## config.mk

```make
export PLATFORM = sky130hd
export DESIGN_NAME = clk_divider
export DESIGN_NICKNAME = d
export VERILOG_FILES = /design/src/rtl/clk_pkg.sv /design/src/rtl/clk_div_stage.sv /design/src/rtl/clk_divider.sv
export SDC_FILE = /design/constraint.sdc
export NUM_CORES = 1
export LEC_CHECK = 0
export CORE_MARGIN = 5
export CORE_UTILIZATION = 35
export CTS_CLUSTER_DIAMETER = 120
export DETAILED_ROUTE_END_ITERATION = 6
export PLACE_DENSITY_LB_ADDON = 0.3
export SYNTH_ARGS = -nofsm -noshare
export SYNTH_HDL_FRONTEND = slang
export SYNTH_HIERARCHICAL = 1
export SYNTH_SLANG_ARGS = --single-unit
```

## constraint.sdc

```tcl
create_clock -name clk_ms -period 3.15 [get_ports clk_ms]
set_input_delay 0.63 -clock clk_ms [delete_from_list [all_inputs] [get_ports clk_ms]]
set_output_delay 0.63 -clock clk_ms [all_outputs]
set_load 0.02 [all_outputs]
```

## src/rtl/clk_pkg.sv

```systemverilog
// Shared clock-tree constants for the car controller and UART blocks.
// Holds the default board/target frequencies and the half-period helper
// used to size each divider stage.
package clk_pkg;

   localparam int unsigned CLK_FREQ = 100_000_000;  // board oscillator, Hz
   localparam int unsigned MS_FREQ  = 1_000;        // power-on timing tick, Hz
   localparam int unsigned BTN_FREQ = 50;           // button debounce clock, Hz
   localparam int unsigned BAUD     = 9_600;        // UART baud rate

   // Input-clock cycles per half period of a square wave at f (truncated).
   function automatic int unsigned half_cnt(input int unsigned clk_f, input int unsigned f);
      return clk_f / (2 * f);
   endfunction

endpackage

```

## src/rtl/clk_div_stage.sv

```systemverilog
// One divider stage: counts HALF input cycles, then toggles its output.
// Output period is 2*HALF cycles at 50% duty; it starts low after reset.
// Ports:
//   clk      in   input clock, rising-edge
//   rst      in   asynchronous active-low reset
//   clk_out  out  registered divided square wave
module clk_div_stage #(
   parameter int unsigned HALF = 1
) (
   input  logic clk,
   input  logic rst,
   output logic clk_out
);

   localparam int unsigned CW = $clog2(HALF) + 1;
   localparam logic [CW-1:0] LAST = CW'(HALF - 1);

   if (HALF < 1) begin : g_half_chk
      $error("clk_div_stage: HALF must be at least 1");
   end

   logic [CW-1:0] cnt_q, cnt_d;
   logic          out_q, out_d;

   always_comb begin
      cnt_d = cnt_q + CW'(1);
      out_d = out_q;
      if (cnt_q == LAST) begin
         cnt_d = '0;
         out_d = ~out_q;
      end
   end

   always_ff @(posedge clk or negedge rst) begin
      if (!rst) begin
         cnt_q <= '0;
         out_q <= 1'b0;
      end else begin
         cnt_q <= cnt_d;
         out_q <= out_d;
      end
   end

   assign clk_out = out_q;

endmodule

```

## src/rtl/clk_divider.sv

```systemverilog
// Top of the clock tree: four independent free-running dividers off the
// board oscillator.
// Ports:
//   clk_ms   in   board clock, CLK_FREQ Hz
//   rst      in   asynchronous active-low reset
//   tick_ms  out  MS_FREQ square wave (power-on timing)
//   btnclk   out  BTN_FREQ square wave (button debounce)
//   clk_16x  out  16*BAUD square wave (UART oversample)
//   clk_x    out  BAUD square wave (UART bit clock)
module clk_divider #(
   parameter int unsigned CLK_FREQ = clk_pkg::CLK_FREQ,
   parameter int unsigned MS_FREQ  = clk_pkg::MS_FREQ,
   parameter int unsigned BTN_FREQ = clk_pkg::BTN_FREQ,
   parameter int unsigned BAUD     = clk_pkg::BAUD
) (
   input  logic clk_ms,
   input  logic rst,
   output logic tick_ms,
   output logic btnclk,
   output logic clk_16x,
   output logic clk_x
);

   import clk_pkg::*;

   localparam int unsigned HALF_MS  = half_cnt(CLK_FREQ, MS_FREQ);
   localparam int unsigned HALF_BTN = half_cnt(CLK_FREQ, BTN_FREQ);
   localparam int unsigned HALF_16X = half_cnt(CLK_FREQ, 16 * BAUD);
   localparam int unsigned HALF_X   = half_cnt(CLK_FREQ, BAUD);

   // clk_16x is deliberately not derived from clk_x; truncation error is accepted.
   clk_div_stage #(.HALF(HALF_MS)) u_tick_ms (
      .clk     (clk_ms),
      .rst     (rst),
      .clk_out (tick_ms)
   );

   clk_div_stage #(.HALF(HALF_BTN)) u_btnclk (
      .clk     (clk_ms),
      .rst     (rst),
      .clk_out (btnclk)
   );

   clk_div_stage #(.HALF(HALF_16X)) u_clk_16x (
      .clk     (clk_ms),
      .rst     (rst),
      .clk_out (clk_16x)
   );

   clk_div_stage #(.HALF(HALF_X)) u_clk_x (
      .clk     (clk_ms),
      .rst     (rst),
      .clk_out (clk_x)
   );

endmodule

```

==> impl_metrics.py, run 1 <==
metrics = {
    "run_status": {
        "status": "completed",
    },
    "synth": {
        "synth_cell_types": 44,
        "synth_seq_cells": 66,
        "ys.flop_type": "dfrtp_1",
        "yosysWarningCount": 6,
        "synth_area_um2": 3084,
        "synthTopCellsByCount": "dfrtp_1, nor2_1, xnor2_1, xor2_1, nand4_1",
        "syn_nets": 287,
        "avgSynthCellArea_um2": 11.02,
        "post-synth-top-area-fraction_pct": 53.55,
        "synth_edf_count": 0,
        "synthMostInstantiatedCell": "dfrtp_1",
        "synth.yosys.seq_area_share_pct": 53.55,
        "async_flop_share_pct": 100.0,
        "yosys-top-cells-area": "dfrtp_1, xnor2_1, xor2_1",
        "synth_cells": 280,
        "yosys.area.top_type": "dfrtp_1",
    },
    "clock_tree": {
        "cts.sinks": 66,
        "htreeDepth": 3,
        "cts_resized": 0,
        "cts_buffer_depth": 2,
        "hold_buffers": 0,
        "clkLatencyLatePin_ps": 330,
        "cts_made_buffers": 9,
        "cts_setup_buffers": 0,
        "cts_tree": "built",
        "cts-root-buf": "clkbuf_8",
        "clk_pin_slew_worst_paths_ps": 70,
    },
    "pwr": {
        "pwr_density_cell_nw_per_um2": 438.7,
        "power_leakage_nw": 1.490,
        "irDropWorstVdd_uv": 219.0,
    },
    "sta": {
        "finalHoldViolCount": 0,
        "slew_headroom_pct": 51.33,
        "fin_crit_sh_pct": 69.85,
        "timing.hold.ws_ps": 292.1,
        "setup_slack_ps": 949.7,
        "fin_tns_setup_ps": 0,
        "max_freq_ghz": 0.4545,
        "drv_slew": 0,
        "rsz0062_at_grt": "false",
        "setup_violations": 0,
        "worst_slew_pin_slew_ps": 723.4,
        "skew_ps": 8.549,
        "min_period_ps": 2200,
    },
    "place": {
        "hpwlAfterDp_um": 3308,
        "placed_cells": 391,
        "place_congestion": 0.7343,
        "io_buffer_count": 5,
        "place_ws_ps": 926.6,
    },
    "global_route": {
        "grtUsageMet1_pct": 12.96,
        "grt_pass1_wl_um": 8866,
        "first_global_vias": 1933,
        "busiest_layer": "met2",
        "grt_max_degree": 67,
        "grt_util_met2_pct": 14.98,
        "grt_util_met3_pct": 3.973,
        "grt_usage_pct": 9.920,
        "grt_antenna_before_repair": 0,
        "globalRoute.totalOverflow": 0,
    },
    "setup_path": {
        "r2r_end": "u_clk_x/cnt_q[1]$_DFF_PN0_",
        "reg2regPathDepth": 4,
        "cp.arrival_ps": 2430,
        "reg2reg_slack_ps": 950,
        "crit_path_end_kind": "flip-flop",
        "crit_type": "flip-flop to flip-flop",
        "crit_fanout": 8,
        "crit_required_ps": 3380,
        "cp-start-kind": "flip-flop",
        "r2r-start": "u_clk_x/cnt_q[5]$_DFF_PN0_",
    },
    "cells_and_area": {
        "area_growth_pct": 12.01,
        "drive_gt1_share_pct": 12.04,
        "final_cells": 407,
        "n_antenna_cell": 0,
        "nNetsFinal": 301,
    },
    "detailed_routing": {
        "avgRoutedWirePerCell_um": 12.17,
        "drt_wl_total_um": 4955,
        "firstDrtPassIters": 4,
        "num_vias": 1976,
        "via_per_inst": 4.855,
        "drt_iter0_drc": 90,
        "ant_nets": 0,
        "drc": 0,
    },
    "floorplanning": {
        "ios": 6,
        "start_util_pct": 35.71,
        "die_h_um": 103.9,
        "rows": 34,
        "fp.dieW_um": 103.9,
        "fp.dieArea_um2": 10790,
        "core_area_um2": 8636,
    },
    "flow_run": {
        "max_cap_viol_count": 0,
    },
    "worst_hold_path": {
        "min_path_type": "input pin to asynchronous set/reset pin",
    },
}
## per-stage QoR
| stage | utilization [%] | instance area, um2 | total power, mW |
|---|---|---|---|
| floorplan | - | 3084 | 0.8636 |
| global placement | 37.89 | 3272 | 0.8841 |
| detailed placement | 37.89 | 3272 | 0.8845 |
| CTS | 40.00 | 3455 | 1.548 |
| global route | 40.00 | 3455 | 1.588 |
| finish | 40.00 | 3455 | 1.516 |
## cell type report
class	instances	area, um2
fill	846	5181
sequential	66	1652
multi-input combinational	200	1379
clock buffer	14	172.7
tap	108	135.1
timing repair buffer	6	65.06
inverter	11	41.29
clock inverter	2	10.01
## sequential cells by signal, summed over array words and instances (netlist names)
signal and count:
u_btnclk/clk_out 1, u_tick_ms/clk_out 1, u_clk_x/cnt_q 14, u_btnclk/cnt_q 21, u_tick_ms/cnt_q 17, u_clk_x/clk_out 1, u_clk_16x/clk_out 1, u_clk_16x/cnt_q 10
## layer usage
| layer | vias up | wire [um] |
|---|---|---|
| li1 | 996 | - |
| met5 | - | 0 |
| met3 | 2 | 176 |
| met2 | 17 | 2255 |
| met4 | 0 | 29 |
| met1 | 961 | 2494 |
## critical path: stages, from the launching register on
cell and delay, ps:
dfrtp_1 410, or4b_1 520, or4_4 440, nor4b_4 450, and2b_2 270
## power by group
part,switching [mW],internal [mW]
combinational,0.0159,0.00307
sequential,0,0.847
clock,0.301,0.349
## worst max path at each step
stage               depth (start not counted)                         end                        from
floorplan                                   4  u_clk_x/cnt_q[1]$_DFF_PN0_  u_clk_x/cnt_q[9]$_DFF_PN0_
global placement                            4  u_clk_x/cnt_q[1]$_DFF_PN0_  u_clk_x/cnt_q[9]$_DFF_PN0_
detailed placement                          4  u_clk_x/cnt_q[1]$_DFF_PN0_  u_clk_x/cnt_q[5]$_DFF_PN0_
CTS                                         4  u_clk_x/cnt_q[1]$_DFF_PN0_  u_clk_x/cnt_q[5]$_DFF_PN0_
global route                                4  u_clk_x/cnt_q[1]$_DFF_PN0_  u_clk_x/cnt_q[5]$_DFF_PN0_
finish                                      4  u_clk_x/cnt_q[1]$_DFF_PN0_  u_clk_x/cnt_q[5]$_DFF_PN0_
## cell usage in the layout, fill, tap and decap left out, types with 2 or more instances in the layout
cell type	netlist	routed
inv_1	11	11
nor3b_1	3	3
nor4_1	5	5
o21ai_0	5	5
nand3_1	16	16
clkinv_2	0	2
nand4_1	17	17
or3_1	3	3
nand4b_1	2	2
xor2_1	23	23
or4_4	2	2
a21oi_1	5	5
ha_1	5	5
nor3_1	7	7
clkbuf_8	0	12
dfrtp_1	66	66
xnor2_1	29	29
nor2b_1	2	2
nand2_1	14	14
clkbuf_1	2	2
and4_1	2	2
and2b_2	2	2
nor2_1	36	36
clkdlybuf4s50_1	0	4
## cell families (layout without fill, tap and decap cells)
kind of cell	after synthesis	count (layout)	synth area share, %
simple gates	130	130	25.40
flops	66	66	53.55
xor+xnor	52	52	14.77
buf+inv	14	33	1.744
compound gates	12	12	2.191
fa+ha+maj	5	5	2.028
mux	1	1	0.3246
(Power assumes the default switching activity.)
==> run 2: changes to the inputs <==
- clock period: 3.15 -> 1.8 ns (I/O delays scaled with it)
==> run 2 against run 1 <==
Net effect: the run now ends with setup timing left; clock skew hardly changed; cell count is 3.7% higher; sequential cell count stayed put; sequential power is 75% higher; largest power group unchanged; highest routed layer unchanged.
==> impl_metrics.py, run 2 (synthesis gave the netlist of run 1 again) <==
metrics = {
    "run_status": {
        "status": "finished with violations",
        "violations": "setup timing",
    },
    "sta": {
        "setup_slack_ps": -177.6,
        "setup_violations": 8,
        "finalHoldViolCount": 0,
        "fin_crit_sh_pct": 109.9,
        "timing.hold.ws_ps": 14.65,
        "rsz0062_at_grt": "true",
        "fin_tns_setup_ps": -1020,
        "min_period_ps": 1978,
        "worst_slew_pin_slew_ps": 347.6,
        "skew_ps": 8.977,
        "slew_headroom_pct": 76.65,
        "drv_slew": 0,
        "max_freq_ghz": 0.5057,
    },
    "pwr": {
        "irDropWorstVdd_uv": 464.2,
        "p_clk_share_pct": 42.1,
        "seqPwrFrac_pct": 56.6,
        "combinationalPowerShare_pct": 1.3,
        "power_leakage_nw": 1.561,
        "p_sw_share_pct": 22.95,
        "p_switching_mw": 0.6010,
        "pwr_density_cell_nw_per_um2": 727.9,
        "internal-power_mw": 2.018,
        "p_total_mw": 2.619,
    },
    "clock_tree": {
        "clk_pin_slew_worst_paths_ps": 70,
        "cts.sinks": 66,
        "cts_buffer_depth": 2,
        "cts_tree": "built",
        "cts_made_buffers": 9,
        "cts-root-buf": "clkbuf_8",
        "clkLatencyLatePin_ps": 340,
        "htreeDepth": 3,
    },
    "setup_path": {
        "crit_fanout": 7,
        "crit_type": "flip-flop to flip-flop",
        "cp-start-kind": "flip-flop",
        "cp.arrival_ps": 2240,
        "crit_required_ps": 2070,
        "crit_path_end_kind": "flip-flop",
    },
    "cells_and_area": {
        "area_growth_pct": 16.63,
        "multi_input_area_um2": 1401,
        "fillCellCount": 836,
        "final_core_util_pct": 41.65,
        "regArea_um2": 1654,
        "regMostFlops": "u_btnclk/cnt_q",
        "final_common_cell": "dfrtp_1",
        "largest_registers": "u_btnclk/cnt_q x21, u_tick_ms/cnt_q x17, u_clk_x/cnt_q x14",
        "nNetsFinal": 316,
        "largest_register_ff_count": 21,
        "mostFrequentLayoutCells": "dfrtp_1, nor2_1, xnor2_1, xor2_1, nand4_1",
        "n_antenna_cell": 0,
        "drive_gt1_share_pct": 17.83,
        "post-route-cell-area_um2": 3597,
    },
    "place": {
        "io_buffer_count": 5,
        "hpwlAfterDp_um": 3430,
        "dpl-instance-area_um2": 3382,
        "place_congestion": 0.7703,
    },
    "global_route": {
        "first_global_vias": 2076,
        "grt_usage_pct": 10.60,
        "grt_max_degree": 67,
        "grt_antenna_before_repair": 0,
        "globalRoute.totalOverflow": 0,
        "grt_pass1_wl_um": 9549,
    },
    "floorplanning": {
        "ios": 6,
        "rows": 34,
        "core_area_um2": 8636,
        "fp.dieArea_um2": 10790,
        "die_h_um": 103.9,
        "fp.dieW_um": 103.9,
        "start_util_pct": 35.71,
    },
    "detailed_routing": {
        "num_vias": 2075,
        "avgRoutedWirePerCell_um": 12.57,
        "drc": 0,
        "ant_nets": 0,
        "drt_wl_total_um": 5306,
        "drt_iter0_drc": 127,
        "firstDrtPassIters": 4,
        "via_per_inst": 4.917,
    },
    "worst_hold_path": {
        "min_path_type": "input pin to asynchronous set/reset pin",
    },
    "flow_run": {
        "max_cap_viol_count": 0,
    },
}
## run 2: final cells by class
cell class	instances	share of cell area, %
tap	108	3.757
timing repair buffer	21	5.391
clock buffer	11	3.930
inverter	11	1.148
sequential	66	45.98
clock inverter	5	0.8348
multi-input combinational	200	38.96
## run 2: stage by stage
step / std cells / setup WS [ps]
finish: 422 / -177.6
global route: 422 / -252.1
CTS: 420 / -196.7
detailed placement: 404 / -173.0
global placement: 404 / -141.5
floorplan: 280 / -262.0
## run 2: repair_timing
action / in CTS / in global routing
hold buffers: 0 / 0
pin swaps: 2 / 2
resized for setup: 0 / 7
setup endpoints to repair: 8 / 12
setup buffers: 0 / 2
## run 2: metal layers
| metal | share of wire [%] | up-vias | global-route usage (%) | routed length (um) |
|---|---|---|---|---|
| met5 | 0 | - | 0 | 0 |
| li1 | - | 1030 | - | - |
| met3 | 2.8 | 8 | 3.849 | 148 |
| met1 | 50 | 1019 | 13.94 | 2650 |
| met2 | 46 | 18 | 16.17 | 2424 |
| met4 | 1.5 | 0 | 3.608 | 82 |
## run 2: power groups by stage
stage	Combinational [mW]	Sequential [mW]	Clock [mW]
after floorplan	0.000000508	1.51	0
after global placement	0.0373	1.51	0
after detailed placement	0.0372	1.51	0
after CTS	0.0372	1.48	1.15
after global routing	0.0412	1.48	1.21
final	0.0337	1.48	1.10
## run 2: worst paths after layout
check	cells after the start	endpoint	start	slack [ps]
setup / recovery	5	u_clk_x/clk_out$_DFFE_PN0N_	u_clk_x/cnt_q[5]$_DFF_PN0_	-180
hold / removal	2	u_clk_x/cnt_q[2]$_DFF_PN0_	rst	10
setup reg to reg	5	u_clk_x/clk_out$_DFFE_PN0N_	u_clk_x/cnt_q[5]$_DFF_PN0_	-180
hold reg to reg	1	u_clk_x/cnt_q[0]$_DFF_PN0_	u_clk_x/cnt_q[0]$_DFF_PN0_	470
max in group asynchronous	2	u_btnclk/cnt_q[11]$_DFF_PN0_	rst	1460
min in group clk_ms	1	u_clk_x/cnt_q[0]$_DFF_PN0_	u_clk_x/cnt_q[0]$_DFF_PN0_	470
## run 2: worst max-delay path, stage by stage (launching register included)
cell and delay, ps:
dfrtp_1 370, or4b_1 520, or4_4 440, nor4b_4 260
buf_6 170, xor2_1 140
==> run 3: changes to the inputs <==
- CORE_ASPECT_RATIO: not set -> 0.7
- SLEW_MARGIN: not set -> 10
==> run 3 against run 2 <==
Net effect: the run still ends with setup timing left; critical path depth is the same; combinational power is essentially flat; cell count grew 3.3%; register-to-register slack lost 20 ps; power grew 26%; global-route usage grew 1.5 points; worst hold slack lost 14 ps; critical path type unchanged; critical endpoint unchanged.
==> impl_metrics.py, run 3 (synthesis gave the netlist of run 1 again) <==
metrics = {
    "cells_and_area": {
        "regMostFlops": "u_btnclk/cnt_q",
        "drive_gt1_share_pct": 18.99,
        "nNetsFinal": 318,
        "final_common_cell": "dfrtp_1",
        "final_cells": 436,
        "area_growth_pct": 22.11,
        "mostFrequentLayoutCells": "dfrtp_1, nor2_1, xnor2_1, xor2_1, nand4_1",
        "fillCellCount": 804,
        "post-route-cell-area_um2": 3766,
        "largest_register_ff_count": 21,
        "largest_registers": "u_btnclk/cnt_q x21, u_tick_ms/cnt_q x17, u_clk_x/cnt_q x14",
        "final_core_util_pct": 44.24,
        "n_antenna_cell": 0,
    },
    "clock_tree": {
        "cts_tree": "built",
        "cts_buffer_depth": 2,
        "clkLatencyLatePin_ps": 330,
        "htreeDepth": 3,
        "cts-root-buf": "clkbuf_16",
        "cts_made_buffers": 9,
        "clk_pin_slew_worst_paths_ps": 60,
        "cts.sinks": 66,
    },
    "pwr": {
        "internal-power_mw": 2.629,
        "combinationalPowerShare_pct": 1.0,
        "p_sw_share_pct": 20.06,
        "power_leakage_nw": 1.637,
        "seqPwrFrac_pct": 45.2,
        "irDropWorstVdd_uv": 508.4,
        "p_total_mw": 3.288,
        "p_switching_mw": 0.6595,
        "p_clk_share_pct": 53.8,
        "pwr_density_cell_nw_per_um2": 873.1,
    },
    "floorplanning": {
        "core_area_um2": 8513,
        "die_h_um": 88.54,
        "rows": 28,
        "start_util_pct": 36.23,
        "fp.dieW_um": 122.2,
        "ios": 6,
        "fp.dieArea_um2": 10820,
    },
    "place": {
        "dpl-instance-area_um2": 3412,
        "place_congestion": 0.7703,
        "placed_cells": 418,
        "io_buffer_count": 5,
        "hpwlAfterDp_um": 3692,
        "place_ws_ps": -202.8,
    },
    "detailed_routing": {
        "drc": 0,
        "num_vias": 2106,
        "firstDrtPassIters": 4,
        "drt_wl_total_um": 5674,
        "avgRoutedWirePerCell_um": 13.01,
        "ant_nets": 0,
        "via_per_inst": 4.830,
        "drt_iter0_drc": 109,
    },
    "sta": {
        "min_period_ps": 1995,
        "fin_tns_setup_ps": -1353,
        "rsz0062_at_grt": "true",
        "fin_crit_sh_pct": 110.8,
        "max_freq_ghz": 0.5014,
        "setup_slack_ps": -194.5,
        "finalHoldViolCount": 0,
        "slew_headroom_pct": 73.94,
        "skew_ps": 4.379,
        "worst_slew_pin_slew_ps": 390.9,
        "drv_slew": 0,
        "setup_violations": 8,
        "timing.hold.ws_ps": 0.8761,
    },
    "global_route": {
        "grt_pass1_wl_um": 10030,
        "grt_antenna_before_repair": 0,
        "first_global_vias": 2068,
        "globalRoute.totalOverflow": 0,
        "grt_usage_pct": 12.06,
        "grt_max_degree": 67,
    },
    "setup_path": {
        "crit_type": "flip-flop to flip-flop",
        "crit_path_end_kind": "flip-flop",
        "cp-start-kind": "flip-flop",
        "crit_required_ps": 2060,
        "cp.arrival_ps": 2250,
        "crit_fanout": 3,
    },
    "run_status": {
        "status": "finished with violations",
        "violations": "setup timing",
    },
    "worst_hold_path": {
        "min_path_type": "input pin to asynchronous set/reset pin",
    },
    "flow_run": {
        "max_cap_viol_count": 0,
    },
}
[run 3: changes by cell type in the layout (fill, tap and decap cells not counted), sizes merged]
cell and delta:
clkinvlp -1, buf +2, bufinv +1
[run 3: layout make-up]
type / instances / area, um2 / share of cell area [%]
clock buffers: 11 / 252.7 / 6.711
repair buffers: 23 / 205.2 / 5.449
clock inverters: 5 / 52.55 / 1.395
multi-input cells: 200 / 1413 / 37.51
flip-flops and latches: 66 / 1652 / 43.85
well taps: 120 / 150.1 / 3.987
inverters: 11 / 41.29 / 1.096
[run 3: path summary, 6_finish.rpt]
kind | cells after the start | slack (ps) | from | to
setup / recovery | 5 | -190 | u_clk_x/cnt_q[5]$_DFF_PN0_ | u_clk_x/clk_out$_DFFE_PN0N_
hold / removal | 2 | 0.9 | rst | u_clk_16x/cnt_q[5]$_DFF_PN0_
setup reg to reg | 5 | -190 | u_clk_x/cnt_q[5]$_DFF_PN0_ | u_clk_x/clk_out$_DFFE_PN0N_
hold reg to reg | 1 | 460 | u_clk_16x/clk_out$_DFFE_PN0N_ | u_clk_16x/clk_out$_DFFE_PN0N_
max in group asynchronous | 2 | 1450 | rst | u_clk_x/cnt_q[3]$_DFF_PN0_
min in group clk_ms | 1 | 460 | u_clk_16x/clk_out$_DFFE_PN0N_ | u_clk_16x/clk_out$_DFFE_PN0N_
[run 3: power by group through the flow]
| stage | logic, mW | clock network (mW) | registers (mW) |
|---|---|---|---|
| floorplan | 0.000000508 | 0 | 1.51 |
| global placement | 0.0372 | 0 | 1.51 |
| detailed placement | 0.0366 | 0 | 1.51 |
| CTS | 0.0371 | 1.83 | 1.48 |
| global route | 0.0418 | 1.91 | 1.48 |
| finish | 0.0337 | 1.77 | 1.48 |
[run 3: worst max-delay path: stages (launching register included)]
cell     delay (ps)
dfrtp_1         380
or4b_1          520
or4_4           440
nor4b_4         280
buf_4           180
xor2_1          130
[run 3: timing repair]
item,CTS,global route
endpoints found under the setup margin,8,13
buffers inserted,1,1
gates resized for setup,2,6
gates cloned,0,0
pin swaps,3,2
hold buffers,0,0
[run 3: metal layers]
metal | vias up | track usage [%] | wire length, um | part of all wire, %
met2 | 24 | 16.20 | 2384 | 42
met3 | 4 | 6.006 | 225 | 4.0
met1 | 1045 | 16.84 | 3039 | 54
li1 | 1033 | - | - | -
met4 | 0 | 3.963 | 24 | 0.42
met5 | - | 0 | 0 | 0
